$ cat src/rtl/cpu_sequencer.sv
// Multi-cycle control sequencer for the MIPS-style datapath: fetch handshake,
// R-type/NOP/HALT decode, execute and writeback strobes, error and retire tracking.
module cpu_sequencer #(
  parameter int FETCH_TMO = 15,
  parameter int CNT_W     = 16
) (
  input  logic             clk,
  input  logic             rst,
  input  logic             start,
  input  logic [31:0]      instr,
  input  logic             imem_ready,
  output logic             imem_req,
  output logic             ir_load,
  output logic [4:0]       rs_addr,
  output logic [4:0]       rt_addr,
  output logic [4:0]       rd_addr,
  output logic             rf_en,
  output logic             rf_we,
  output logic [1:0]       alu_func,
  output logic             pc_en,
  output logic             busy,
  output logic             halted,
  output logic [1:0]       err_code,
  output logic [CNT_W-1:0] instr_count
);

  typedef enum logic [2:0] {
    S_IDLE   = 3'd0,
    S_FETCH  = 3'd1,
    S_DECODE = 3'd2,
    S_EXEC   = 3'd3,
    S_WB     = 3'd4,
    S_HALT   = 3'd5,
    S_ERR    = 3'd6
  } state_t;

  localparam logic [7:0]       TMO_LAST  = 8'(FETCH_TMO - 1);
  localparam logic [CNT_W-1:0] CNT_MAX   = {CNT_W{1'b1}};
  localparam logic [CNT_W-1:0] CNT_ONE   = CNT_W'(1);
  localparam logic [1:0]       ERR_NONE  = 2'b00;
  localparam logic [1:0]       ERR_ILL   = 2'b01;
  localparam logic [1:0]       ERR_TMO   = 2'b10;

  state_t           state_r;
  state_t           state_s;
  logic [7:0]       tmr_r;
  logic [31:0]      ir_r;
  logic             nop_r;
  logic [4:0]       rs_r;
  logic [4:0]       rt_r;
  logic [4:0]       rd_r;
  logic [1:0]       alu_func_r;
  logic [1:0]       err_code_r;
  logic [CNT_W-1:0] count_r;

  logic [5:0]       opcode_s;
  logic [5:0]       funct_s;
  logic             is_nop_s;
  logic             is_halt_s;
  logic             funct_ok_s;
  logic [1:0]       func_sel_s;

  assign opcode_s  = ir_r[31:26];
  assign funct_s   = ir_r[5:0];
  assign is_nop_s  = (ir_r == 32'h0000_0000);
  assign is_halt_s = (opcode_s == 6'h3F);

  // Map supported R-type funct codes onto the ALU operation select.
  always_comb begin
    funct_ok_s = 1'b0;
    func_sel_s = 2'b00;
    case (funct_s)
      6'h20: begin funct_ok_s = 1'b1; func_sel_s = 2'b00; end
      6'h22: begin funct_ok_s = 1'b1; func_sel_s = 2'b01; end
      6'h24: begin funct_ok_s = 1'b1; func_sel_s = 2'b10; end
      6'h25: begin funct_ok_s = 1'b1; func_sel_s = 2'b11; end
      default: begin funct_ok_s = 1'b0; func_sel_s = 2'b00; end
    endcase
  end

  // Next-state logic; a ready on the timeout cycle still completes the fetch.
  always_comb begin
    state_s = state_r;
    case (state_r)
      S_IDLE: begin
        if (start) state_s = S_FETCH;
        else       state_s = S_IDLE;
      end
      S_FETCH: begin
        if (imem_ready)             state_s = S_DECODE;
        else if (tmr_r == TMO_LAST) state_s = S_ERR;
        else                        state_s = S_FETCH;
      end
      S_DECODE: begin
        if (is_nop_s)                                 state_s = S_WB;
        else if (is_halt_s)                           state_s = S_HALT;
        else if ((opcode_s == 6'h00) && funct_ok_s)   state_s = S_EXEC;
        else                                          state_s = S_ERR;
      end
      S_EXEC:  state_s = S_WB;
      S_WB:    state_s = S_FETCH;
      S_HALT:  state_s = S_HALT;
      S_ERR:   state_s = S_ERR;
      default: state_s = S_ERR;
    endcase
  end

  // State register.
  always_ff @(posedge clk or negedge rst) begin
    if (!rst) state_r <= S_IDLE;
    else      state_r <= state_s;
  end

  // FETCH wait timer, cleared whenever the FSM is not staying in FETCH.
  always_ff @(posedge clk or negedge rst) begin
    if (!rst) begin
      tmr_r <= 8'd0;
    end else if ((state_r == S_FETCH) && (state_s == S_FETCH)) begin
      tmr_r <= tmr_r + 8'd1;
    end else begin
      tmr_r <= 8'd0;
    end
  end

  // Instruction register and operand addresses, captured on the ir_load edge.
  always_ff @(posedge clk or negedge rst) begin
    if (!rst) begin
      ir_r <= 32'h0000_0000;
      rs_r <= 5'd0;
      rt_r <= 5'd0;
      rd_r <= 5'd0;
    end else if (ir_load) begin
      ir_r <= instr;
      rs_r <= instr[25:21];
      rt_r <= instr[20:16];
      rd_r <= instr[15:11];
    end else begin
      ir_r <= ir_r;
      rs_r <= rs_r;
      rt_r <= rt_r;
      rd_r <= rd_r;
    end
  end

  // Decode results held through EXEC/WB.
  always_ff @(posedge clk or negedge rst) begin
    if (!rst) begin
      alu_func_r <= 2'b00;
      nop_r      <= 1'b0;
    end else if (state_r == S_DECODE) begin
      nop_r <= is_nop_s;
      if (state_s == S_EXEC) alu_func_r <= func_sel_s;
      else                   alu_func_r <= alu_func_r;
    end else begin
      alu_func_r <= alu_func_r;
      nop_r      <= nop_r;
    end
  end

  // Sticky error code, written on the transition into ERR.
  always_ff @(posedge clk or negedge rst) begin
    if (!rst) begin
      err_code_r <= ERR_NONE;
    end else if ((state_r == S_FETCH) && (state_s == S_ERR)) begin
      err_code_r <= ERR_TMO;
    end else if ((state_r == S_DECODE) && (state_s == S_ERR)) begin
      err_code_r <= ERR_ILL;
    end else begin
      err_code_r <= err_code_r;
    end
  end

  // Saturating retired-instruction counter.
  always_ff @(posedge clk or negedge rst) begin
    if (!rst) begin
      count_r <= '0;
    end else if ((state_r == S_WB) && (count_r != CNT_MAX)) begin
      count_r <= count_r + CNT_ONE;
    end else begin
      count_r <= count_r;
    end
  end

  // Strobes decoded from the state register; ir_load follows the handshake directly.
  always_comb begin
    imem_req = 1'b0;
    ir_load  = 1'b0;
    rf_en    = 1'b0;
    rf_we    = 1'b0;
    pc_en    = 1'b0;
    busy     = 1'b0;
    halted   = 1'b0;
    case (state_r)
      S_FETCH: begin
        imem_req = 1'b1;
        ir_load  = imem_ready;
        busy     = 1'b1;
      end
      S_DECODE: busy = 1'b1;
      S_EXEC: begin
        rf_en = 1'b1;
        busy  = 1'b1;
      end
      S_WB: begin
        pc_en = 1'b1;
        rf_we = (!nop_r) && (rd_r != 5'd0);
        busy  = 1'b1;
      end
      S_HALT:  halted = 1'b1;
      S_IDLE:  busy   = 1'b0;
      S_ERR:   busy   = 1'b0;
      default: busy   = 1'b0;
    endcase
  end

  assign rs_addr     = rs_r;
  assign rt_addr     = rt_r;
  assign rd_addr     = rd_r;
  assign alu_func    = alu_func_r;
  assign err_code    = err_code_r;
  assign instr_count = count_r;

endmodule

$ cat config.mk
export PLATFORM = sky130hd
export DESIGN_NAME = cpu_sequencer
export DESIGN_NICKNAME = d
export VERILOG_FILES = /design/src/rtl/cpu_sequencer.sv
export SDC_FILE = /design/constraint.sdc
export NUM_CORES = 1
export LEC_CHECK = 0
export BUFFER_PORTS_ARGS = -buffer_cell sky130_fd_sc_hd__buf_2
export CAP_MARGIN = 20
export CORE_ASPECT_RATIO = 0.5
export CORE_MARGIN = 2
export CORE_UTILIZATION = 53
export DETAILED_ROUTE_END_ITERATION = 12
export MAX_ROUTING_LAYER = met4
export PLACE_DENSITY = 0.91
export SKIP_CTS_REPAIR_TIMING = 1
export SYNTH_ARGS = -nofsm -noshare
export SYNTH_HDL_FRONTEND = slang
export SYNTH_SLANG_ARGS = --single-unit
$ cat constraint.sdc
create_clock -name clk -period 2.1 [get_ports clk]
set_clock_uncertainty 0.1 [all_clocks]
set_input_delay 0.315 -clock clk [delete_from_list [all_inputs] [get_ports clk]]
set_output_delay 0.315 -clock clk [all_outputs]
set_load 0.02 [all_outputs]
# Word-level counts from Yosys, hierarchy flattened
# Cells that the tools add are included.
[op_classes] addsub=2 mul=0 div=0 order_cmp=0 eq_ne=15 shifts=0 muxes=19 bitwise_logic=0 reduce_logical=15
[ops] op="32-bit zero test" count=1
[ops] op="6-bit equality test, second input constant" count=5
[ops] op="3-bit case mux with 6 select lines" count=1
[ops] op="16-bit by 1-bit adder with 16-bit output, second input constant" count=1
[ops] op="16-bit inequality test, second input constant" count=1
[ops] op="3-bit 2-to-1 mux" count=5
[ops] op="3-bit by 2-bit equality test with 1-bit output, second input constant" count=3
[ops] op="3-bit equality test, second input constant" count=3
[ops] op="1-bit 2-to-1 mux" count=9
[ops] op="8-bit by 1-bit adder with 8-bit output, second input constant" count=1
[ops] op="8-bit by 4-bit equality test with 1-bit output, second input constant" count=1
[ops] op="8-bit 2-to-1 mux" count=1
[ops] op="4-bit OR reduction" count=2
[ops] op="3-bit by 1-bit equality test with 1-bit output, second input constant" count=2
[ops] op="1-bit logical AND" count=6
[ops] op="6-bit zero test" count=1
[ops] op="2-bit case mux with 3 select lines" count=1
[ops] op="5-bit nonzero test" count=1
[ops] op="2-bit 2-to-1 mux" count=2
[ops] op="3-bit zero test" count=1
[ops] op="2-bit AND reduction" count=1
[ops] op="2-bit nonzero test" count=1
[ops] op="1-bit zero test" count=1
[word_totals] regBits=79 latchBits=0 mem_bits_rw=0 rom_bits=0 input_bits=36 output_inout_bits=42 elab_cells=61 mem_count=0

# Logic depth before layout (Yosys ltp)
# Gate-level depths: netlist of run 1.
[depth] ltp_word=12 mapped_depth=7 mapped_depth_nobuf=6

# Worst setup path before layout of run 1
# No wires, ideal clock.
[synth_path] path_kind="register to register" from="reg state_r[2]" to="reg ir_r[18]" arrival_time_ns=1.727 required_time_ns=1.872 slack_ns=0.146 path_stages_with_launch=7 n_path_buf=3 synth_period_minus_slack_ns=1.954 cell_sequence="dfrtp_1 buf_2 nor3b_2 and2_1 buf_4 buf_6 mux2_1"
[synth_between] elab_chain_len=2
[synth_lines] element="start: declaration" line="44" rtl="state_t state_r;"
[synth_lines] element="start signal: assignment" line="111" rtl="else state_r <= state_s;"
[synth_lines] element="3-bit by 1-bit equality test with 1-bit output" line="193" rtl="case (state_r)"
[synth_lines] element="1-bit 2-to-1 mux" line="193"
[synth_lines] element="named net ir_load" line="13" rtl="output logic ir_load,"
[synth_lines] element="end signal: assignment" line="133" rtl="ir_r <= instr;"
[synth_lines] element="end signal: assignment" line="138" rtl="ir_r <= ir_r;"
[synth_lines] element="end: declaration" line="47" rtl="logic [31:0] ir_r;"
# The timed path passes the listed nets, and every way through them passes these cells.
# A chain may end at the register's enable or synchronous reset.

# Worst setup path in the final report of run 1
[layout_path] from="reg state_r[1]" to="out ir_load"
[layout_between] elab_chain_len=2
[layout_lines] element="3-bit by 1-bit equality test with 1-bit output" line="193"
[layout_lines] element="1-bit 2-to-1 mux" line="193"
[layout_lines] element="end: declaration" line="13"
# No other way between the ends.

==> flow_summary_export.csv, run 1 <==
group,metric,value,unit
run_status,status,"finished clean",
worst_setup_path,setup.worst_path.start_class,"flip-flop",
yosys,synthTopCellsByArea,"dfrtp_1 (52%), mux2_1 (14%), buf_4 (3.9%), xnor2_1 (3.7%), nor2_1 (2.1%)",
route,drtIter0Drc,123,
worst_setup_path,cp.required,1.68,ns
cells_and_area,final_layout_size_suffix_gt1_share,33.8,%
worst_setup_path,r2r_cells,4,
sta,final-setup-viol-count,0,
grt,grt_pass1_vias,2260,
sta,slew_viol_final,0,
placement,place_congestion,0.826,
cells_and_area,seqCellArea,1610,µm²
cells_and_area,nNetsFinal,362,
yosys,seq_area_frac_synth,52.0,%
die,die_h,57.9,µm
route,ant_nets,0,
die,die_w,112,µm
sta,fin_crit,2.04,ns
die,rows,19,
die,initial_core_util,55.6,%
yosys,synth_fp_nets,290,
die,ios,78,
worst_setup_path,cp_data_arrival_time,1.63,ns
power_and_ir_drop,p_leak,1.79,nW
yosys,synth-main-ff-cell,"dfrtp_1",
route,dr.pass1.iters,4,
clock_tree,clkTransAtPathRegs,0.05,ns
power_and_ir_drop,power.density,1370,nW/µm²
route,drc,0,
yosys,synth_commonest_cells,"dfrtp_1 (64), mux2_1 (38), nor2_1 (17), buf_4 (16), xnor2_1 (13)",
placement,portBuffers,77,
clock_tree,cts_tree,"done",
worst_setup_path,path_max_fanout,17,
cells_and_area,final_core_util,68.6,%
yosys,syn_area_per_cell,12.3,µm²
worst_setup_path,reg2reg_from,"ir_r[27]",
yosys,synth_cell_types,43,
clock_tree,clock-root-buffer,"clkbuf_16",
yosys,synth_most_common_cell,"dfrtp_1",
hold_path,hold_class,"in2reg",
sta,hold_viol,0,
hold_path,holdCritStartpoint,"instr[9]",
power_and_ir_drop,max-vdd-ir-drop,0.677,mV
placement,hpwlAfterDp,4520,µm
die,core_area,5540,µm²
hold_path,min_path_cells,2,
cells_and_area,syn_to_final_growth,23.4,%
yosys,syn_inst,251,
worst_setup_path,path_class,"reg2out",
placement,postPlaceCellArea,3420,µm²
worst_setup_path,end_kind,"primary output",
grt,grt_util_all_layers,23.5,%
die,dieArea,6470,µm²
yosys,yosysTopAreaCellShare,52.0,%
route,wl_per_cell,17.6,µm
clock_tree,h-tree-depth,3,
worst_setup_path,r2r_slack,0.17,ns
cells_and_area,n_antenna_cell,0,
yosys,synth_edf_count,0,
clock_tree,cts_sinks,64,
job,cap_violations,0,
grt,grt_pass1_wl,11300,µm
grt,grt_max_degree,34,
sta,min_period_over_period,97.3,%
clock_tree,clk_latency,0.33,ns
grt,grt_overflow,0,
worst_setup_path,r2r_end,"alu_func[0]",
clock_tree,cts.path.max_buffers,2,
clock_tree,numCtsBuffers,9,
yosys,synth_area,3080,µm²
route,num_vias,2234,
yosys,synthArstFlopShare,100,%
cells_and_area,fillers,370,
route,vias_per_cell,5.57,
sta,setup_slack,0.0560,ns
sta,fmax,0.489,GHz
cells_and_area,fin_area,3800,µm²
yosys,yosysWarnings,0,
route,totalWireLength,7040,µm
hold_path,holdPathEnd,"ir_r[9]",
sta,relSlewSlack,61.9,%
yosys,synth.largest_area_cell,"dfrtp_1",
cells_and_area,multi_input_area,1290,µm²
yosys,ys_ff_latch,64,
placement,dpl_worst_slack,0.213,ns
sta,worst_pin_slew,0.570,ns
grt,antenna_found_initial,0,
cell type report:
type | count | share of cell area, %
Tap cell | 73 | 2.40
Timing Repair Buffer | 84 | 12.7
Clock buffer | 14 | 7.48
Clock inverter | 2 | 0.922
Inverter | 3 | 0.296
Multi-Input combinational cell | 161 | 33.9
Sequential cell | 64 | 42.3
stage by stage:
| stage | power (mW) | cells | TNS (ns) | hold slack (ns) |
|---|---|---|---|---|
| 2_1_floorplan | 3.23 | 251 | 0 | -0.0806 |
| 3_3_place_gp | 3.40 | 382 | 0 | 0.165 |
| 3_5_place_dp | 3.53 | 382 | 0 | 0.178 |
| 4_1_cts | 5.13 | 398 | -0.0990 | -0.170 |
| 5_1_grt | 5.46 | 401 | -0.0164 | 0.0946 |
| 6_report | 5.21 | 401 | 0 | 0.100 |
flip-flops by register name, indices dropped and copies added (netlist names):
register,count
alu_func,2
instr_count,16
err_code,2
ir_r,32
tmr_r,8
nop_r,1
state_r,3
how the worst max path moves through the flow:
stage                        start        endpoint  cells after the start
CTS                     state_r[1]         ir_load                      4
floorplan               state_r[2]        ir_r[18]                      6
global route            state_r[1]         ir_load                      4
finish                  state_r[1]         ir_load                      4
detailed placement  instr_count[0]  instr_count[1]                      5
global placement           ir_r[3]     alu_func[1]                      4
worst max-delay path, stage by stage, from the launching register on:
cell     delay [ns]
dfrtp_2        0.48
nor3b_4        0.25
and2_4         0.21
buf_12         0.16
buf_2          0.18
kinds of logic after synthesis:
| logic type | after synthesis | share of synthesized area [%] |
|---|---|---|
| XOR/XNOR | 20 | 5.69 |
| buffers and inverters | 26 | 6.42 |
| multiplexers | 39 | 14.2 |
| AND/OR/NAND/NOR | 86 | 17.0 |
| flip-flops | 64 | 52.0 |
| AO/OA/AOI/OAI | 13 | 3.45 |
| adder cells (fa/ha/maj) | 3 | 1.22 |
cells in the final DEF (no fill, tap or decap), types with 4 or more instances in the layout:
| master | netlist | final |
|---|---|---|
| clkbuf_8 | 0 | 4 |
| nor3b_1 | 5 | 5 |
| nand4_1 | 9 | 9 |
| xnor2_1 | 13 | 13 |
| nor3_1 | 5 | 5 |
| buf_2 | 2 | 77 |
| nor2_1 | 17 | 17 |
| mux2_1 | 38 | 38 |
| nor4_1 | 5 | 5 |
| dfrtp_1 | 64 | 61 |
| clkbuf_16 | 0 | 10 |
| and3_1 | 4 | 4 |
| nand3_1 | 6 | 6 |
| nand2_1 | 11 | 11 |
| xor2_1 | 7 | 7 |
per-layer routing:
metal / global-route usage [%] / vias up / share of wire (%)
met5: - / - / 0
li1: - / 1019 / -
met2: 40.7 / 72 / 52
met1: 27.1 / 1125 / 41
met4: 7.05 / 0 / 2.4
met3: 7.01 / 18 / 4.6
power by group:
part	switching [mW]	internal, mW
clock	0.511	1.05
sequential	0.386	1.64
combinational	0.920	0.701
total	1.82	3.39
(Power assumes the default switching activity.)
==> inputs of run 2 (changes only) <==
==> constraint.sdc (replaced) <==
create_clock -name clk -period 2.1 [get_ports clk]
set_clock_uncertainty 0.1 [all_clocks]
set_input_delay 0.42 -clock clk [delete_from_list [all_inputs] [get_ports clk]]
set_output_delay 0.42 -clock clk [all_outputs]
set_load 0.02 [all_outputs]
==> run 2 against run 1 <==
  * Die area unchanged
  * Critical path depth decreased by 1
  * First-iteration DRC count decreased by 37%
==> flow_summary_export.csv, run 2 (same netlist as run 1, synthesis figures left out) <==
group,metric,value,unit
placement,hpwlAfterDp,4580,µm
hold_path,hold_class,"in2async",
grt,grt_pass1_vias,2256,
sta,slew_viol_final,0,
worst_setup_path,reg2reg_from,"instr_count[0]",
cells_and_area,final_layout_size_suffix_gt1_share,33.5,%
sta,min_period_over_period,98.8,%
run_status,status,"finished clean",
grt,grt_overflow,0,
route,ant_nets,0,
sta,setup_slack,0.0253,ns
clock_tree,clock-root-buffer,"clkbuf_16",
grt,grt_max_degree,65,
sta,relSlewSlack,63.2,%
die,dieArea,6470,µm²
route,wl_per_cell,16.7,µm
worst_setup_path,cp.required,1.58,ns
power_and_ir_drop,p_leak,1.76,nW
sta,fin_crit,2.07,ns
route,highest_layer,"met4",
power_and_ir_drop,max-vdd-ir-drop,0.727,mV
clock_tree,cts_sinks,64,
route,dr.pass1.iters,4,
grt,grt_util_all_layers,22.6,%
clock_tree,clk_latency,0.32,ns
worst_setup_path,path_max_fanout,9,
clock_tree,cts_tree,"done",
route,totalWireLength,6640,µm
die,initial_core_util,55.6,%
die,die_h,57.9,µm
placement,place_congestion,0.900,
die,rows,19,
cells_and_area,fillers,398,
placement,portBuffers,77,
route,wl_met1,2680,µm
cells_and_area,n_antenna_cell,0,
cells_and_area,nNetsFinal,359,
sta,worst_pin_slew,0.551,ns
placement,dpl_worst_slack,0.184,ns
die,ios,78,
sta,fmax,0.482,GHz
sta,final-setup-viol-count,0,
worst_setup_path,cp_data_arrival_time,1.55,ns
sta,grt_setup_unrepaired,"false",
grt,grt_pass1_wl,10900,µm
cells_and_area,largest_register,"ir_r",
worst_setup_path,r2r_slack,0.11,ns
worst_setup_path,end_kind,"primary output",
power_and_ir_drop,power.density,1360,nW/µm²
route,wl_met2,3460,µm
clock_tree,cts.path.max_buffers,2,
clock_tree,clkTransAtPathRegs,0.05,ns
grt,antenna_found_initial,0,
cells_and_area,largest_reg_flops,32,
worst_setup_path,path_class,"reg2out",
cells_and_area,final_cell_mix,"buf_2 (77), dfrtp_1 (61), mux2_1 (38)",
cells_and_area,mostFrequentLayoutCell,"buf_2",
worst_setup_path,r2r_cells,5,
cells_and_area,final_core_util,67.3,%
route,num_vias,2210,
worst_setup_path,r2r_end,"instr_count[1]",
route,vias_per_cell,5.55,
clock_tree,h-tree-depth,3,
clock_tree,numCtsBuffers,9,
cells_and_area,syn_to_final_growth,21.0,%
placement,postPlaceCellArea,3400,µm²
die,core_area,5540,µm²
die,die_w,112,µm
route,met3WireLength,377,µm
route,drtIter0Drc,78,
route,drc,0,
sta,hold_viol,0,
cells_and_area,fin_area,3730,µm²
job,cap_violations,0,
worst_setup_path,setup.worst_path.start_class,"flip-flop",
-- run 2: changes by cell type in the layout (fill, tap and decap cells not counted) --
cell | before | now
clkinv_2 | 1 | 2
or2_1 | 2 | 1
dlygate4sd3_1 | 1 | 0
clkbuf_8 | 4 | 2
clkbuf_16 | 10 | 9
clkbuf_1 | 1 | 2
or2_4 | 0 | 1
buf_12 | 2 | 1
-- run 2: report_power, final --
| group | internal, mW | total, mW | switching [mW] |
|---|---|---|---|
| logic | 0.668 | 1.57 | 0.899 |
| registers | 1.64 | 2.04 | 0.397 |
| clock network | 0.979 | 1.47 | 0.496 |
| total | 3.29 | 5.08 | 1.79 |
-- run 2: worst max path at each step --
stage | start | endpoint | slack [ns]
finish | state_r[1] | busy | 0.03
CTS | state_r[1] | busy | -0.08
global route | state_r[1] | busy | 0.001
global placement | ir_r[3] | alu_func[0] | 0.28
floorplan | state_r[2] | ir_r[18] | 0.15
detailed placement | ir_r[27] | alu_func[1] | 0.18
-- run 2: final cells by class --
| type | count | area (µm²) | share of cell area, % |
|---|---|---|---|
| Tap cell | 73 | 91.3 | 2.45 |
| Timing Repair Buffer | 81 | 428 | 11.5 |
| Sequential cell | 64 | 1610 | 43.1 |
| Inverter | 3 | 11.3 | 0.302 |
| Multi-Input combinational cell | 161 | 1290 | 34.6 |
| Clock inverter | 3 | 40.0 | 1.07 |
| Clock buffer | 13 | 260 | 6.98 |
-- run 2: critical path: stages, from the launching register on --
cell and delay [ns]:
dfrtp_2 0.49, or2_4 0.31, xor2_1 0.22, buf_2 0.21
-- run 2: stage by stage --
| stage | total power, mW | std cells | TNS, ns | hold slack (ns) |
|---|---|---|---|---|
| after detailed placement | 3.51 | 381 | 0 | 0.377 |
| final | 5.08 | 398 | 0 | 0.00432 |
| after CTS | 5.05 | 397 | -0.160 | 0.0329 |
| after global placement | 3.39 | 381 | 0 | 0.349 |
| after global routing | 5.33 | 398 | 0 | 0.0383 |
| after floorplan | 3.23 | 251 | 0 | 0.0244 |
-- run 2: per-layer routing --
metal,track usage [%],up-vias
li1,-,1012
met1,24.8,1112
met2,38.2,72
met3,8.05,14
met4,9.88,0
met5,-,-
==> inputs of run 3 (changes only) <==
Settings changed: BUFFER_PORTS_ARGS -buffer_cell sky130_fd_sc_hd__buf_2 to -buffer_cell sky130_fd_sc_hd__buf_4, CORE_UTILIZATION 53 to 57, CTS_CLUSTER_SIZE set to 20, PLACE_DENSITY 0.91 to 0.95.
Clock period 2.1 ns to 2.6 ns, I/O delays scaled along.
==> run 3 against run 2 <==
  * Combinational power fell by 15%
  * Hold slack improved by 0.14 ns
  * Total power fell by 25%
  * Via count rose by 0.90%
  * Critical path type unchanged
  * Largest power group unchanged
==> flow_summary_export.csv, run 3 (same netlist as run 1, synthesis figures left out) <==
group,metric,value,unit
die,die_h,56.0,µm
sta,final-setup-viol-count,0,
grt,grt_pass1_vias,2256,
die,ios,78,
worst_setup_path,path_max_fanout,10,
sta,min_period_over_period,87.0,%
route,dr.pass1.iters,4,
sta,relSlewSlack,47.1,%
sta,worst_pin_slew,0.793,ns
power_and_ir_drop,total_power,3.82,mW
worst_setup_path,r2r_end,"alu_func[0]",
grt,grt_util_all_layers,25.2,%
power_and_ir_drop,pwr-share-comb,35.1,%
placement,dpl_worst_slack,0.649,ns
worst_setup_path,cp.required,1.98,ns
power_and_ir_drop,p_seq_share,43.1,%
sta,setup_slack,0.338,ns
worst_setup_path,r2r_slack,0.57,ns
job,cap_violations,0,
sta,fmax,0.442,GHz
cells_and_area,final_cell_mix,"buf_4 (78), dfrtp_1 (64), mux2_1 (38)",
clock_tree,cts_tree,"done",
hold_path,hold_class,"in2async",
power_and_ir_drop,power.switching,1.43,mW
route,wl_per_cell,17.5,µm
cells_and_area,fin_area,3750,µm²
clock_tree,h-tree-depth,3,
placement,portBuffers,77,
cells_and_area,nNetsFinal,356,
worst_setup_path,setup.worst_path.start_class,"flip-flop",
power_and_ir_drop,p_leak,1.72,nW
die,core_area,5070,µm²
cells_and_area,final_layout_size_suffix_gt1_share,31.7,%
sta,hold_viol,0,
grt,grt_max_degree,65,
power_and_ir_drop,p_int,2.38,mW
cells_and_area,largest_register,"ir_r",
clock_tree,clk_latency,0.35,ns
route,drc,0,
cells_and_area,instances_no_fill,392,
worst_setup_path,r2r_cells,4,
clock_tree,cts.path.max_buffers,2,
route,vias_per_cell,5.69,
clock_tree,numCtsBuffers,9,
worst_setup_path,reg2reg_from,"ir_r[27]",
die,initial_core_util,60.8,%
route,totalWireLength,6860,µm
grt,grt_pass1_wl,11100,µm
placement,hpwlAfterDp,4570,µm
clock_tree,clkTransAtPathRegs,0.07,ns
worst_setup_path,path_class,"reg2out",
power_and_ir_drop,max-vdd-ir-drop,0.657,mV
power_and_ir_drop,pwr-share-clk,21.8,%
run_status,status,"finished clean",
sta,slew_viol_final,0,
die,rows,18,
route,ant_nets,0,
cells_and_area,mostFrequentLayoutCell,"buf_4",
cells_and_area,largest_reg_flops,32,
sta,fin_setup_tns,0,ns
cells_and_area,syn_to_final_growth,21.9,%
grt,grt_overflow,0,
worst_setup_path,cp_data_arrival_time,1.64,ns
route,drtIter0Drc,142,
placement,dpl.cell_count,376,
placement,place_congestion,0.807,
grt,antenna_found_initial,0,
power_and_ir_drop,switching_share,37.6,%
clock_tree,cts_sinks,64,
sta,grt_setup_unrepaired,"false",
power_and_ir_drop,power.density,1020,nW/µm²
placement,postPlaceCellArea,3570,µm²
sta,hold_slack,0.147,ns
clock_tree,clock-root-buffer,"clkbuf_8",
die,dieArea,6040,µm²
worst_setup_path,end_kind,"primary output",
sta,fin_crit,2.26,ns
cells_and_area,n_antenna_cell,0,
cells_and_area,final_core_util,74.1,%
die,die_w,108,µm
route,num_vias,2230,
-- run 3: layout make-up --
| cell class | count | area, µm² |
|---|---|---|
| tap | 70 | 87.6 |
| clock buffer | 10 | 128 |
| inverter | 3 | 11.3 |
| clock inverter | 6 | 60.1 |
| sequential | 64 | 1600 |
| fill | 319 | 1310 |
| multi-input combinational | 161 | 1280 |
| timing repair buffer | 78 | 586 |
-- run 3: how the worst max path moves through the flow --
stage	from	endpoint	slack (ns)	depth (start not counted)
detailed placement	state_r[2]	ir_r[26]	0.65	4
finish	state_r[2]	rf_we	0.34	3
global route	state_r[2]	rf_we	0.26	3
floorplan	state_r[2]	ir_load	0.57	5
global placement	ir_r[3]	alu_func[0]	0.72	4
CTS	state_r[2]	rf_we	0.34	3
-- run 3: power by group through the flow --
stage          logic, mW  registers [mW]  clock network [mW]
5_1_grt             1.42            1.68               0.888
4_1_cts             1.35            1.64               0.839
2_1_floorplan       1.04            1.57                   0
3_3_place_gp        1.27            1.61                   0
3_5_place_dp        1.32            1.64                   0
6_report            1.34            1.64               0.833
-- run 3: critical path, cell delays in order, from the launching register on --
cell,delay (ns)
dfrtp_1,0.54
nor3b_4,0.37
and3b_1,0.23
buf_4,0.15
-- run 3: routing by layer --
layer,part of all wire (%),global-route usage (%),up-vias
met5,0,-,-
met4,2.3,9.16,0
met3,6.3,8.67,19
met2,52,41.6,83
met1,40,28.8,1124
li1,-,-,1004
